===== config.mk =====
export PLATFORM = sky130hd
export DESIGN_NAME = render_dispatch_n_flat
export DESIGN_NICKNAME = d
export VERILOG_FILES = /design/src/rtl/render_dispatch_n_if.sv /design/src/rtl/render_dispatch_n.sv /design/src/flat_wrapper.sv
export SDC_FILE = /design/constraint.sdc
export NUM_CORES = 1
export LEC_CHECK = 0
export BUFFER_PORTS_ARGS = -buffer_cell sky130_fd_sc_hd__buf_2
export CAP_MARGIN = 15
export CORE_ASPECT_RATIO = 0.9
export CORE_MARGIN = 1
export CORE_UTILIZATION = 60
export CTS_BUF_LIST = sky130_fd_sc_hd__clkbuf_2
export CTS_CLUSTER_SIZE = 8
export DETAILED_ROUTE_END_ITERATION = 7
export GPL_ROUTABILITY_DRIVEN = 0
export GPL_TIMING_DRIVEN = 1
export MAX_ROUTING_LAYER = met4
export PLACE_DENSITY = 0.85
export REMOVE_ABC_BUFFERS = 1
export SETUP_SLACK_MARGIN = 0.5
export SYNTH_ARGS = -nofsm -noshare
export SYNTH_HDL_FRONTEND = slang
export SYNTH_SLANG_ARGS = --single-unit

===== constraint.sdc =====
create_clock -name clk -period 5.7 [get_ports clk]
set_input_delay 0.57 -clock clk [delete_from_list [all_inputs] [get_ports clk]]
set_output_delay 0.57 -clock clk [all_outputs]
set_load 0.005 [all_outputs]

===== src/rtl/render_dispatch_n_if.sv =====
// Handshake bundle between the frame dispatcher and its ray cores.
// The dispatcher is the master; a core array (or bench model) is the slave.
interface render_dispatch_n_if #(
  parameter int NUM_CORES = 4,
  parameter int COORD_W   = 11
) ();
  logic [NUM_CORES-1:0]         core_idle;
  logic [NUM_CORES-1:0]         core_done;
  logic [NUM_CORES-1:0]         core_strobe;
  logic [NUM_CORES*COORD_W-1:0] core_x;
  logic [NUM_CORES*COORD_W-1:0] core_y;

  modport master (
    input  core_idle, core_done,
    output core_strobe, core_x, core_y
  );

  modport slave (
    output core_idle, core_done,
    input  core_strobe, core_x, core_y
  );
endinterface


===== src/rtl/render_dispatch_n.sv =====
// Frame dispatcher: walks the framebuffer in raster order and hands one pixel
// per cycle to the lowest-index free ray core, then drains and flips buffers.
//
// state      | meaning
// -----------+-----------------------------------------------------------
// IDLE       | parked, waiting for enable
// WAIT_VSYNC | armed; starts a frame once vsync is low and all cores idle
// DISPATCH   | issuing pixels in raster order to free cores
// DRAIN      | last pixel issued; waiting for every core to finish
module render_dispatch_n #(
  parameter int NUM_CORES = 4,
  parameter int FB_WIDTH  = 320,
  parameter int FB_HEIGHT = 240,
  parameter int COORD_W   = 11
) (
  input  logic                clk,
  input  logic                resetn,
  input  logic                enable,
  input  logic                vsync,
  render_dispatch_n_if.master cores,
  output logic                frame_start,
  output logic                frame_done,
  output logic                frame_flip,
  output logic [4:0]          frame_count,
  output logic                busy
);

  typedef enum logic [1:0] {IDLE, WAIT_VSYNC, DISPATCH, DRAIN} state_t;

  state_t                       state;
  logic [NUM_CORES-1:0]         pending;
  logic [NUM_CORES-1:0]         eligible;
  logic [NUM_CORES-1:0]         grant;
  logic [NUM_CORES-1:0]         strobeR;
  logic [NUM_CORES*COORD_W-1:0] xR;
  logic [NUM_CORES*COORD_W-1:0] yR;
  logic [COORD_W-1:0]           pixX;
  logic [COORD_W-1:0]           pixY;
  logic                         lastX;
  logic                         lastPixel;
  logic                         issue;

  // Isolate the lowest set bit: one-hot grant to the lowest free core.
  assign eligible  = ~pending;
  assign grant     = eligible & (~eligible + NUM_CORES'(1));
  assign issue     = (state == DISPATCH) && (|eligible);
  assign lastX     = (pixX == COORD_W'(FB_WIDTH - 1));
  assign lastPixel = lastX && (pixY == COORD_W'(FB_HEIGHT - 1));

  always_ff @(posedge clk or negedge resetn) begin
    if (!resetn) begin
      state       <= IDLE;
      pending     <= '0;
      strobeR     <= '0;
      xR          <= '0;
      yR          <= '0;
      pixX        <= '0;
      pixY        <= '0;
      frame_start <= 1'b0;
      frame_done  <= 1'b0;
      frame_flip  <= 1'b0;
      frame_count <= '0;
    end else begin
      frame_start <= 1'b0;
      frame_done  <= 1'b0;
      strobeR     <= '0;

      // A strobe on the same edge wins over a stale done from the previous pixel.
      for (int i = 0; i < NUM_CORES; i++) begin
        if (issue && grant[i]) begin
          pending[i]                <= 1'b1;
          strobeR[i]                <= 1'b1;
          xR[i*COORD_W +: COORD_W]  <= pixX;
          yR[i*COORD_W +: COORD_W]  <= pixY;
        end else if (cores.core_done[i]) begin
          pending[i] <= 1'b0;
        end
      end

      case (state)
        IDLE: begin
          if (enable) state <= WAIT_VSYNC;
        end
        WAIT_VSYNC: begin
          if (!enable) begin
            state <= IDLE;
          end else if (!vsync && (&cores.core_idle)) begin
            state       <= DISPATCH;
            pixX        <= '0;
            pixY        <= '0;
            frame_flip  <= ~frame_flip;
            frame_start <= 1'b1;
          end
        end
        DISPATCH: begin
          if (issue) begin
            if (lastPixel) begin
              state <= DRAIN;
            end else if (lastX) begin
              pixX <= '0;
              pixY <= pixY + COORD_W'(1);
            end else begin
              pixX <= pixX + COORD_W'(1);
            end
          end
        end
        DRAIN: begin
          if (pending == '0) begin
            frame_done  <= 1'b1;
            frame_count <= frame_count + 5'd1;
            state       <= WAIT_VSYNC;
          end
        end
        default: state <= IDLE;
      endcase
    end
  end

  assign cores.core_strobe = strobeR;
  assign cores.core_x      = xR;
  assign cores.core_y      = yR;
  assign busy              = (state != IDLE);

endmodule


===== src/flat_wrapper.sv =====
// flat-port wrapper written by rule: the top's interface ports become plain ports
module render_dispatch_n_flat 
#(
  parameter int NUM_CORES = 4,
  parameter int FB_WIDTH  = 320,
  parameter int FB_HEIGHT = 240,
  parameter int COORD_W   = 11
)
  (clk, resetn, enable, vsync, frame_start, frame_done, frame_flip, frame_count, busy, cores_core_idle, cores_core_done, cores_core_strobe, cores_core_x, cores_core_y);
  render_dispatch_n_if #(.NUM_CORES(NUM_CORES), .COORD_W(COORD_W)) cores_i ();
  input  logic clk;
  input  logic resetn;
  input  logic enable;
  input  logic vsync;
  output logic frame_start;
  output logic frame_done;
  output logic frame_flip;
  output logic [4:0] frame_count;
  output logic busy;
  input wire logic [$bits(cores_i.core_idle)-1:0] cores_core_idle;
  input wire logic [$bits(cores_i.core_done)-1:0] cores_core_done;
  output wire logic [$bits(cores_i.core_strobe)-1:0] cores_core_strobe;
  output wire logic [$bits(cores_i.core_x)-1:0] cores_core_x;
  output wire logic [$bits(cores_i.core_y)-1:0] cores_core_y;
  assign cores_i.core_idle = cores_core_idle;
  assign cores_i.core_done = cores_core_done;
  assign cores_core_strobe = cores_i.core_strobe;
  assign cores_core_x = cores_i.core_x;
  assign cores_core_y = cores_i.core_y;
  render_dispatch_n #(.NUM_CORES(NUM_CORES), .FB_WIDTH(FB_WIDTH), .FB_HEIGHT(FB_HEIGHT), .COORD_W(COORD_W)) u_core (.clk(clk), .resetn(resetn), .enable(enable), .vsync(vsync), .cores(cores_i), .frame_start(frame_start), .frame_done(frame_done), .frame_flip(frame_flip), .frame_count(frame_count), .busy(busy));
endmodule

[Yosys cells after proc, flatten, opt, wreduce, memory -nomap -nowiden]
Cells that the tools add are included.
Word-level totals
  bits of input ports: 12
  output and inout bits: 101
  register bits after elaboration: 128
Operators by class
  multiplexer cells: 34
  reductions and logical operators: 23
  bitwise operators: 4
  equality and inequality tests: 14
  add/subtract/negate cells: 4
Operator list (number)
  11-bit 2-to-1 mux: 8
  11-bit one-hot mux with 2 select lines: 2
  11-bit by 1-bit adder with 11-bit output, second input constant: 2
  1-bit 2-to-1 mux: 17
  2-bit 2-to-1 mux: 6
  2-bit nonzero test: 6
  11-bit by 8-bit == test with 1-bit output, second input constant: 1
  11-bit by 9-bit == test with 1-bit output, second input constant: 1
  2-bit by 1-bit inequality test with 1-bit output, second input constant: 5
  5-bit AND reduction: 2
  4-bit inverter: 2
  2-bit one-hot mux with 4 select lines: 1
  1-bit logical AND: 7
  2-bit inequality test, second input constant: 3
  6-bit AND reduction: 1
  5-bit by 1-bit adder with 5-bit output, second input constant: 1
  4-bit by 1-bit adder with 4-bit output, second input constant: 1
  4-bit AND: 1
  2-bit == test, second input constant: 2
  4-bit logical NOT: 1
  4-bit AND reduction: 1
  4-bit OR reduction: 1
  3-bit by 2-bit inequality test with 1-bit output, second input constant: 1
  3-bit AND reduction: 1
  other kinds (5): 5

[Logic depth before layout (Yosys ltp)]
Gate-level depths: netlist of run 1.
  depth in word-level cells: 6
  mapped depth: 8
  depth with buffers taken out: 7

[Least setup slack after synthesis of run 1]
No wires, ideal clock.
  path type: flip-flop to flip-flop
  from: reg u_core.pixX[6]
  to: reg u_core.pixY[5]
  slack: 3.364 ns
  path buffers: 2
  stages on the path, launching flop included: 8
  period minus slack after synthesis: 2.336 ns
  library setup time: 0.069 ns
  arrival: 2.267 ns
  required time: 5.631 ns
  cells stage by stage: dfrtp_1 > buf_6 > or3_4 > or3_1 > buf_6 > or3_1 > or4_1 > nand3_1
On the way
  word-level cells in the longest chain between the ends: 4
  elaborated cells on any way between the ends: 5
  classes of those cells: 3 x eq/ne; 2 x reduce/logical
RTL lines
  start: declaration: line render_dispatch_n.sv:37  | logic [COORD_W-1:0] pixX;
  start signal: assignment: line render_dispatch_n.sv:103  | pixX <= pixX + COORD_W'(1);
  11-bit by 9-bit == test with 1-bit output *: line render_dispatch_n.sv:47  | assign lastX = (pixX == COORD_W'(FB_WIDTH - 1));
  1-bit logical AND: line render_dispatch_n.sv:48  | assign lastPixel = lastX && (pixY == COORD_W'(FB_HEIGHT - 1));
  2-bit inequality test (no source line)
  6-bit AND reduction (no source line) *
  end signal: assignment: line render_dispatch_n.sv:101  | pixY <= pixY + COORD_W'(1);
  end: declaration: line render_dispatch_n.sv:38  | logic [COORD_W-1:0] pixY;
Mark *: on every way between the ends. The rest lies on a longest branch, timed or not.
A chain may end at the register's enable or synchronous reset.

[Worst setup path after layout of run 1]
  from: reg u_core.pixX[0]
  to: reg u_core.pixX[10]
On the way
  word-level cells in the longest chain between the ends: 5
  elaborated cells on any way between the ends: 9
  classes of those cells: 1 x add/sub; 2 x eq/ne; 4 x mux; 2 x reduce/logical
RTL lines
  11-bit by 1-bit adder with 11-bit output or 11-bit by 9-bit == test with 1-bit output (tied branches): line render_dispatch_n.sv:103, render_dispatch_n.sv:47
  11-bit 2-to-1 mux: line render_dispatch_n.sv:99  | end else if (lastX) begin
  11-bit 2-to-1 mux: line render_dispatch_n.sv:97  | if (lastPixel) begin
  11-bit 2-to-1 mux: line render_dispatch_n.sv:96  | if (issue) begin
  11-bit one-hot mux with 2 select lines: line render_dispatch_n.sv:80  | case (state)
Parallel ways exist; a longest one is shown, timed or not. The select of a mux whose other input is x is not followed.

==> impl_metrics.json, run 1 <==
{
  "drt_iter0_markers": 235,
  "start_util_pct": 62.5,
  "worst_pin_slew_ps": 1050,
  "syn_area_um2": 5430,
  "firstDrtPassIters": 5,
  "max_slew_margin_pct": 29.8,
  "power_density_nw_per_um2": 376,
  "seq_area_frac_synth_pct": 59.0,
  "grt_max_degree": 79,
  "hold_path_class": "input port to async pin",
  "reg2reg_depth": 6,
  "final.setup.tns_ps": 0,
  "critPathCaptureType": "register",
  "top_usage_layer": "met2",
  "yosys_warnings": 0,
  "yosysTopAreaCellShare_pct": 59.0,
  "placed_area_um2": 6040,
  "track_usage_pct": 27.9,
  "synth_cell_types": 41,
  "grt_first_pass_wirelength_um": 19400,
  "reg2reg_to": "u_core.pixX[10]$_DFFE_PN0P_",
  "maxSlewViolCount": 0,
  "first_global_vias": 3913,
  "cts_buffer_depth": 2,
  "dieHeight_um": 92.3,
  "vias": 4021,
  "cts.repair.resized": 0,
  "ir_worst_vdd_v": 0.000236,
  "die-area_um2": 9440,
  "worstPathArrival_ps": 4020,
  "timing_hold_violations_final": 0,
  "antenna_found_initial": 0,
  "ys_top_cells_by_count": "dfrtp_1 (128), nand2_1 (82), mux2_2 (67), clkbuf_1 (30), nand3_1 (19)",
  "drc_errors": 0,
  "start_kind": "register",
  "critical_path_class": "register to register",
  "yosys.area.top_type": "dfrtp_1",
  "synthCells": 468,
  "cts_hold_buf": 0,
  "ant_nets": 0,
  "final.period_utilization_pct": 61.0,
  "crit_fanout": 25,
  "cts_root_buf": "clkbuf_2",
  "p_leak_nw": 3.42,
  "rsz0062_at_grt": "false",
  "synth_edf_count": 0,
  "viasPerCell": 5.72,
  "ys_ff_latch": 128,
  "totalWireLength_um": 11800,
  "reg2reg_from": "u_core.pixX[0]$_DFFE_PN0P_",
  "use_met2_pct": 40.0,
  "setup_viol": 0,
  "synth_most_common_cell": "dfrtp_1",
  "synth-async-reset-ratio_pct": 100,
  "die_w_um": 102,
  "post-route-cell-area_um2": 6380,
  "maxCapViolCount": 0,
  "synth.avg_cell_area_um2": 11.6,
  "max_freq_mhz": 287,
  "core_um2": 8690,
  "ys.flop_type": "dfrtp_1",
  "cts_max_level": 4,
  "clock_sink_count": 128,
  "required_ps": 6240,
  "grt_util_met1_pct": 39.6,
  "grt_overflow": 0,
  "cts_buffers": 17,
  "ioPinCount": 113,
  "numPortBuffers": 112,
  "skew_ps": 27.9,
  "cts_tree": "yes",
  "fp-row-count": 32,
  "use_met3_pct": 6.86,
  "wire_per_inst_um": 16.8,
  "fin_nets": 590,
  "cts_setup_buffers": 0,
  "clk_pin_slew_ps": 200,
  "status": "finished, final reports clean",
  "clk_latency_ps": 680,
  "antenna_cells": 0,
  "synth_area_leaders": "dfrtp_1 (59%), mux2_2 (14%), nand2_1 (5.7%)",
  "r2r_slack_ps": 2220,
  "area_growth_syn_to_layout_pct": 17.6,
  "drive_gt1_share_pct": 37.8,
  "hpwlAfterDp_um": 7590,
  "fin_crit_ps": 3480
}
-- worst max-delay path, cell delays in order, from the launching register on --
cell and delay, ps:
dfrtp_1 550, ha_1 270, nand3_1 220, nor3_1 860, and4_1 910, or2_2 390
o211ai_1 140
-- cell usage in the layout, fill, tap and decap left out, types with 3 or more instances in the layout --
cell type / Yosys / final
ha_1: 7 / 7
nand4_1: 7 / 7
nor2_1: 8 / 7
buf_2: 0 / 111
o21ai_0: 16 / 16
o41ai_1: 4 / 4
inv_1: 12 / 12
and3_1: 3 / 3
bufinv_16: 0 / 6
nand3_1: 19 / 19
a211o_1: 4 / 4
nor3_1: 6 / 6
nand2b_1: 7 / 7
xnor2_1: 3 / 3
nand2_1: 82 / 82
clkbuf_2: 1 / 19
nor4_1: 4 / 4
dfrtp_1: 128 / 128
or4_1: 5 / 5
buf_4: 0 / 7
nor2b_1: 4 / 4
o22ai_1: 4 / 4
mux2_2: 67 / 67
o31ai_1: 12 / 12
nand4b_1: 3 / 3
o211ai_1: 7 / 7
-- power breakdown --
part	internal, mW	switching [mW]	leakage (nW)	total, mW
registers	1.05	0.158	1.72	1.21
logic	0.239	0.226	1.51	0.465
clock network	0.382	0.347	0.189	0.729
-- cell type report --
class	count	area [um^2]
Clock buffer	19	95.1
Multi-Input combinational cell	293	2040
Inverter	12	45.0
Clock inverter	13	233
Tap cell	119	149
Sequential cell	128	3200
Timing Repair Buffer	119	623
Fill cell	600	2300
-- metal layers --
layer  share of wire [%]  up-vias
met3                 6.7       15
met5                   0        -
met4                 1.1        0
met1                  45     1981
met2                  47      171
li1                    -     1854
-- registers in the layout, indices dropped and copies added (netlist names) --
signal,flops
u_core.cores.core_x,44
u_core.cores.core_y,44
u_core.pixX,11
u_core.pixY,11
u_core.frame_count,5
u_core.cores.core_strobe,4
u_core.pending,4
u_core.state,2
u_core.frame_done,1
u_core.frame_flip,1
u_core.frame_start,1
-- stage by stage --
stage / setup slack (ps) / utilization (%) / instances / power [mW] / hold slack (ps)
final: 2220 / 73.5 / 703 / 2.40 / 13.8
after global routing: 1990 / 73.5 / 703 / 2.54 / 9.78
after CTS: 2320 / 73.3 / 702 / 2.41 / 12.9
after detailed placement: 2400 / 69.5 / 670 / 1.68 / 454
after global placement: 2550 / 69.5 / 670 / 1.65 / 453
after floorplan: 2710 / - / 433 / 1.46 / 274
-- worst max path at each step --
stage / startpoint / to / slack, ps / cells past startpoint
floorplan: u_core.state[0]$_DFFE_PN0P_ / u_core.cores.core_x[33]$_DFFE_PN0P_ / 2710 / 5
global placement: u_core.pixX[6]$_DFFE_PN0P_ / u_core.pixY[7]$_DFFE_PN0P_ / 2550 / 5
detailed placement: u_core.pixX[1]$_DFFE_PN0P_ / u_core.pixX[10]$_DFFE_PN0P_ / 2400 / 6
CTS: u_core.pixX[0]$_DFFE_PN0P_ / u_core.pixX[10]$_DFFE_PN0P_ / 2320 / 6
global route: u_core.pixX[0]$_DFFE_PN0P_ / u_core.pixX[1]$_DFFE_PN0P_ / 1990 / 6
finish: u_core.pixX[0]$_DFFE_PN0P_ / u_core.pixX[10]$_DFFE_PN0P_ / 2220 / 6
-- cell families (layout without fill, tap and decap cells) --
kind of cell | after synthesis | in the layout | share of synthesized area (%)
multiplexers | 69 | 69 | 14.3
flip-flops | 128 | 128 | 59.0
AO/OA/AOI/OAI | 54 | 54 | 6.80
buffers and inverters | 47 | 163 | 3.55
AND/OR/NAND/NOR | 158 | 158 | 14.0
adder cells (fa/ha/maj) | 7 | 7 | 1.61
XOR/XNOR | 5 | 5 | 0.807
Note: power is estimated with default switching activity, not from simulation.
==> run 2, diff against run 1 <==
--- a/config.mk
+++ b/config.mk
@@ -5,18 +5,19 @@
 export SDC_FILE = /design/constraint.sdc
 export NUM_CORES = 1
 export LEC_CHECK = 0
+export ABC_AREA = 1
 export BUFFER_PORTS_ARGS = -buffer_cell sky130_fd_sc_hd__buf_2
 export CAP_MARGIN = 15
 export CORE_ASPECT_RATIO = 0.9
 export CORE_MARGIN = 1
-export CORE_UTILIZATION = 60
+export CORE_UTILIZATION = 51
 export CTS_BUF_LIST = sky130_fd_sc_hd__clkbuf_2
 export CTS_CLUSTER_SIZE = 8
 export DETAILED_ROUTE_END_ITERATION = 7
 export GPL_ROUTABILITY_DRIVEN = 0
 export GPL_TIMING_DRIVEN = 1
 export MAX_ROUTING_LAYER = met4
-export PLACE_DENSITY = 0.85
+export PLACE_DENSITY = 0.77
 export REMOVE_ABC_BUFFERS = 1
 export SETUP_SLACK_MARGIN = 0.5
 export SYNTH_ARGS = -nofsm -noshare
==> constraint.sdc (replaced) <==
create_clock -name clk -period 3 [get_ports clk]
set_input_delay 0.3 -clock clk [delete_from_list [all_inputs] [get_ports clk]]
set_output_delay 0.3 -clock clk [all_outputs]
set_load 0.005 [all_outputs]
==> run 2 against run 1 <==
  * Critical path depth increased by 2
  * Die area increased by 21%
  * Critical endpoint is now u_core.pixX[5]$_DFFE_PN0P_
  * Non-clock buffer count increased by 5
  * Sequential share of layout area decreased by 1.0 points
  * Largest power group unchanged
  * Clock skew increased by 6.8 ps
  * Maximum frequency increased by 52%
  * Worst hold slack improved by 76 ps
  * Global-route usage decreased by 4.4 points
  * Combinational power increased by 37%
  * First-iteration DRC count increased by 77%
==> impl_metrics.json, run 2 <==
{
  "die-area_um2": 11400,
  "fin_total_pwr_mw": 3.54,
  "yosysTopAreaCellShare_pct": 57.2,
  "clk_latency_ps": 650,
  "maxSlewViolCount": 0,
  "dieHeight_um": 101,
  "antenna_found_initial": 0,
  "start_kind": "register",
  "drive_gt1_share_pct": 26.4,
  "vias": 4615,
  "clk_pin_slew_ps": 160,
  "skew_ps": 34.7,
  "max_stage_delay_ps": 660,
  "drc_errors": 0,
  "viasPerCell": 5.27,
  "numPlacedInstances": 835,
  "core_um2": 10500,
  "ioPinCount": 113,
  "synth_area_leaders": "dfrtp_1 (57%), nand2_1 (12%), o21ai_0 (6.1%)",
  "nFillCells": 898,
  "critical_path_class": "register to register",
  "numPortBuffers": 112,
  "final_common_cell": "nand2_1",
  "cts_max_level": 4,
  "maxCapViolCount": 0,
  "synth_edf_count": 0,
  "final_cells": 875,
  "layout_common_cells": "nand2_1 (181), dfrtp_1 (128), buf_2 (111), o21ai_0 (68), nor2_1 (50)",
  "seq_area_frac_synth_pct": 57.2,
  "grt_overflow": 0,
  "die_w_um": 112,
  "slowest_stage": "nor3_2",
  "timing.hold.ws_ps": 89.3,
  "status": "finished, final reports clean",
  "power_density_nw_per_um2": 543,
  "setup_viol": 0,
  "track_usage_pct": 23.6,
  "required_ps": 3530,
  "yosys.area.top_type": "dfrtp_1",
  "grt_first_pass_wirelength_um": 20200,
  "max_slew_margin_pct": 33.6,
  "cp_cell_sequence": "inv_1 > ha_2 > nand3_1 > inv_1 > nor3_2 > nand2_2 > nand2_1 > nand2_1",
  "grt_max_degree": 70,
  "worst_pin_slew_ps": 994,
  "clock_sink_count": 128,
  "crit_fanout": 16,
  "hold_path_class": "input port to register",
  "critPathCaptureType": "register",
  "worstPathArrival_ps": 2820,
  "ys.flop_type": "dfrtp_1",
  "yosys_warnings": 0,
  "start_util_pct": 53.5,
  "synth_cell_types": 28,
  "fp-row-count": 35,
  "cts_buffers": 17,
  "p_leak_nw": 3.36,
  "syn_area_um2": 5600,
  "fin_crit_ps": 2300,
  "hpwlAfterDp_um": 8170,
  "totalWireLength_um": 12200,
  "wire_per_inst_um": 13.9,
  "cts_tree": "yes",
  "timing_hold_violations_final": 0,
  "max_freq_mhz": 436,
  "final.setup.tns_ps": 0,
  "synth-async-reset-ratio_pct": 100,
  "cts_buffer_depth": 2,
  "ant_nets": 0,
  "ir_worst_vdd_v": 0.000331,
  "cts_setup_buffers": 0,
  "synthCells": 617,
  "ys_ff_latch": 128,
  "rsz0062_at_grt": "false",
  "firstDrtPassIters": 5,
  "synth_most_common_cell": "nand2_1",
  "drt_iter0_markers": 415,
  "fin_nets": 751,
  "final_util_pct": 62.2,
  "synth.avg_cell_area_um2": 9.08,
  "first_global_vias": 4275,
  "cts_root_buf": "clkbuf_2",
  "area_growth_syn_to_layout_pct": 16.3,
  "final.period_utilization_pct": 76.5,
  "ys_top_cells_by_count": "nand2_1 (181), dfrtp_1 (128), o21ai_0 (68), nor2_1 (51), inv_1 (41)"
}
## run 2: final timing paths
path,startpoint,endpoint,slack [ps],depth (start not counted)
worst max-delay path,u_core.state[0]$_DFFE_PN0P_,u_core.pixX[5]$_DFFE_PN0P_,700,8
worst min-delay path,enable,u_core.frame_start$_DFF_PN0_,90,5
worst max register to register,u_core.state[0]$_DFFE_PN0P_,u_core.pixX[5]$_DFFE_PN0P_,700,8
worst min register to register,u_core.pending[2]$_DFFE_PN0P_,u_core.cores.core_strobe[2]$_DFF_PN0_,480,1
max in group asynchronous,resetn,u_core.cores.core_x[40]$_DFFE_PN0P_,1880,3
min in group asynchronous,resetn,u_core.cores.core_x[21]$_DFFE_PN0P_,290,2
## run 2: final cells by class
type	count	area [um^2]	area share, %
Antenna cell	1	2.50	0.0384
Sequential cell	128	3200	49.2
Tap cell	129	161	2.48
Clock inverter	14	143	2.19
Multi-Input combinational cell	413	2050	31.5
Clock buffer	18	90.1	1.38
Inverter	48	180	2.77
Timing Repair Buffer	124	683	10.5
## run 2: timing repair
action,4_1_cts,5_1_grt
hold endpoints to repair,73,0
endpoints found under the setup margin,11,64
hold buffers,7,0
gates resized for setup,1,1
## run 2: through the flow
stage                     instance area [um^2]  setup WS [ps]
after floorplan                           5430            853
after global placement                    6200            596
after detailed placement                  6200            464
after CTS                                 6510            543
after global routing                      6510            558
final                                     6520            704
## run 2: worst max-delay path: cells and delay by family, from the launching register on
family        cells  cell delay (ps)
simple gates      5             1290
flops             1              430
fa+ha+maj         1              310
buf+inv           2              160
## run 2: power breakdown
group | switching [mW] | total [mW] | internal, mW
sequential | 0.0779 | 1.88 | 1.81
combinational | 0.440 | 0.636 | 0.196
clock | 0.632 | 1.01 | 0.383
total | 1.15 | 3.54 | 2.39
## run 2: layer usage
| metal | vias to the layer above | part of all wire (%) | GRT usage, % |
|---|---|---|---|
| met5 | - | 0 | - |
| met4 | 0 | 0.83 | 8.00 |
| met3 | 10 | 5.8 | 5.33 |
| met2 | 166 | 48 | 37.1 |
| met1 | 2211 | 46 | 30.4 |
| li1 | 2228 | - | - |
## run 2: cell families (layout without fill, tap and decap cells)
family	count (synthesis)	in the layout	synth area share, %
AOI/OAI and AO/OA	103	103	10.8
xor gates and xnor gates	9	9	1.41
adders and majority gates	7	7	1.56
buffers and inverters	76	204	6.28
DFF	128	128	57.2
muxes	1	1	0.201
other	0	1	0
and+or+nand+nor	293	293	22.6
==> run 3, diff against run 2 <==
==> constraint.sdc (replaced) <==
create_clock -name clk -period 1.92 [get_ports clk]
set_input_delay 0.192 -clock clk [delete_from_list [all_inputs] [get_ports clk]]
set_output_delay 0.192 -clock clk [all_outputs]
set_load 0.005 [all_outputs]
==> run 3 against run 2 <==
  * The run now ends with design-rule violations, negative setup slack left
  * Register-to-register slack got worse by 740 ps
  * Power grew 110%
  * Highest routed layer unchanged
  * Sequential power increased by 56%
  * Combinational power grew to 4.3 times the previous value
  * Sequential share of layout area fell by 15 points
  * Final cell count is 21% higher
  * Die area is the same
  * Via count increased by 45%
  * Utilization is 28 points higher
  * Global-route usage increased by 13 points
  * Design area is 45% higher
  * Worst hold slack worse by 60 ps
==> impl_metrics.json, run 3 (synthesis gave the netlist of run 2 again) <==
{
  "cts_buffers": 17,
  "final.period_utilization_pct": 102,
  "ant_nets": 0,
  "startpoint": "u_core.pixX[3]$_DFFE_PN0P_",
  "cts_max_level": 4,
  "drc_errors": 31,
  "hold_path_class": "input port to register",
  "drt_iter0_markers": 1131,
  "dpl_worst_slack_ps": 69.1,
  "combinationalPowerShare_pct": 37.3,
  "firstDrtPassIters": 8,
  "final_common_cell": "buf_4",
  "first_global_vias": 5761,
  "fin_crit_ps": 1950,
  "drive_gt1_share_pct": 60.6,
  "grt_overflow": 0,
  "cp_cell_sequence": "inv_1 > nor2_1 > nand4_1 > nand2_1 > nor2_1 > nand3_1 > nand2_2",
  "dieHeight_um": 101,
  "nFillCells": 362,
  "layout_common_cells": "buf_4 (130), dfrtp_1 (119), buf_2 (110), nand2_1 (81), o21ai_2 (67)",
  "start_util_pct": 53.5,
  "violations": "design-rule violations, negative setup slack",
  "path_depth": 7,
  "maxSlewViolCount": 0,
  "worstPathArrival_ps": 2660,
  "numPlacedInstances": 846,
  "clk_pin_slew_ps": 210,
  "wire_per_inst_um": 25.2,
  "slowest_stage": "dfrtp_1",
  "max_stage_delay_ps": 590,
  "cp_top_family": "simple AND/OR/NAND/NOR gates",
  "final_util_pct": 90.3,
  "ioPinCount": 113,
  "critPathCaptureType": "register",
  "crit_fanout": 6,
  "rsz0062_at_grt": "true",
  "p_sw_mw": 2.88,
  "skew_ps": 53.2,
  "critical_path_class": "register to register",
  "r2r_slack_ps": -30,
  "reg2reg_from": "u_core.pixX[3]$_DFFE_PN0P_",
  "antenna_found_initial": 1,
  "viasPerCell": 6.32,
  "p_leak_nw": 4.75,
  "power.share.sequential_pct": 40.2,
  "grt_max_degree": 52,
  "cts_root_buf": "clkbuf_2",
  "hpwlAfterDp_um": 8650,
  "placed_area_um2": 6310,
  "setup_viol": 2,
  "fin_nets": 932,
  "area_growth_syn_to_layout_pct": 68.7,
  "vias": 6672,
  "crit_top_cell": "nor2_1",
  "clkPwrFrac_pct": 22.5,
  "timing_hold_violations_final": 0,
  "track_usage_pct": 36.5,
  "clock_sink_count": 128,
  "reg2reg_depth": 7,
  "setup_slack_ps": -33.2,
  "die_w_um": 112,
  "switching_share_pct": 39.5,
  "status": "finished with violations",
  "power_density_nw_per_um2": 772,
  "cts_buffer_depth": 2,
  "required_ps": 2620,
  "die-area_um2": 11400,
  "reg2reg_to": "u_core.pixX[7]$_DFFE_PN0P_",
  "core_um2": 10500,
  "start_kind": "register",
  "totalWireLength_um": 26700,
  "regArea_um2": 3210,
  "cts_tree": "yes",
  "p_int_mw": 4.42,
  "max_freq_mhz": 512,
  "maxCapViolCount": 0,
  "final_cells": 1056,
  "multi_input_area_um2": 3070,
  "grt_first_pass_wirelength_um": 30100,
  "worst_pin_slew_ps": 563,
  "clk_latency_ps": 810,
  "fp-row-count": 35,
  "post-route-cell-area_um2": 9450,
  "numPortBuffers": 112,
  "max_slew_margin_pct": 62.5,
  "ir_worst_vdd_v": 0.000834,
  "worstSetupEndpoint": "u_core.pixX[7]$_DFFE_PN0P_",
  "cp_num_buf_inv": 1
}
## run 3: through the flow
step                      setup TNS [ps]  hold slack, ps  power, mW
after global placement                 0             154       4.02
after detailed placement               0             162       4.07
after floorplan                    -7940            -104       3.57
after CTS                              0            29.3       6.38
after global routing                -112            53.9       7.47
final                              -44.9            29.0       7.30
## run 3: cell type report
class                   count  area share (%)
repair inverters            7            1.05
clock inverters            14            1.26
multi-input cells         416            32.5
repair buffers            295            26.1
flip-flops and latches    128            34.0
diodes                      1          0.0265
well taps                 129            1.71
clock buffers              18           0.953
inverters                  48            2.45
## run 3: timing repair
item | CTS | global route
pin swaps | 15 | 33
resized for setup | 202 | 222
gates cloned | 22 | 4
buffers inserted | 90 | 52
hold buffers | 9 | 0
hold endpoints to repair | 136 | 0
endpoints found under the setup margin | 218 | 224
## run 3: layer usage
| layer | track usage (%) | vias up | routed length, um |
|---|---|---|---|
| met1 | 43.6 | 3111 | 8950 |
| met4 | 19.5 | 0 | 2170 |
| met3 | 9.34 | 277 | 3340 |
| li1 | - | 2603 | - |
| met2 | 57.7 | 681 | 12200 |
| met5 | - | - | 0 |
## run 3: how the worst min path moves through the flow
stage	startpoint	endpoint	slack (ps)	cells after the start
after global placement	resetn	u_core.cores.core_x[14]$_DFFE_PN0P_	150	1
final	cores_core_idle[1]	u_core.state[1]$_DFFE_PN0P_	30	7
after CTS	cores_core_idle[1]	u_core.state[1]$_DFFE_PN0P_	30	7
after floorplan	resetn	u_core.cores.core_strobe[0]$_DFF_PN0_	-100	0
after detailed placement	resetn	u_core.cores.core_x[14]$_DFFE_PN0P_	160	1
after global routing	cores_core_idle[1]	u_core.state[1]$_DFFE_PN0P_	50	7
## run 3: worst reg2reg max path, stage by stage (launching register included)
cell and delay, ps:
dfrtp_1 590, inv_1 270, nor2_1 370, nand4_1 230, nand2_1 140, nor2_1 60
nand3_1 130, nand2_2 80
## run 3: power by group through the flow
stage	Combinational [mW]	Clock [mW]	Sequential [mW]
5_1_grt	2.80	1.73	2.94
6_report	2.72	1.64	2.93
4_1_cts	1.94	1.53	2.90
3_3_place_gp	1.05	0	2.97
3_5_place_dp	1.09	0	2.98
2_1_floorplan	0.593	0	2.98
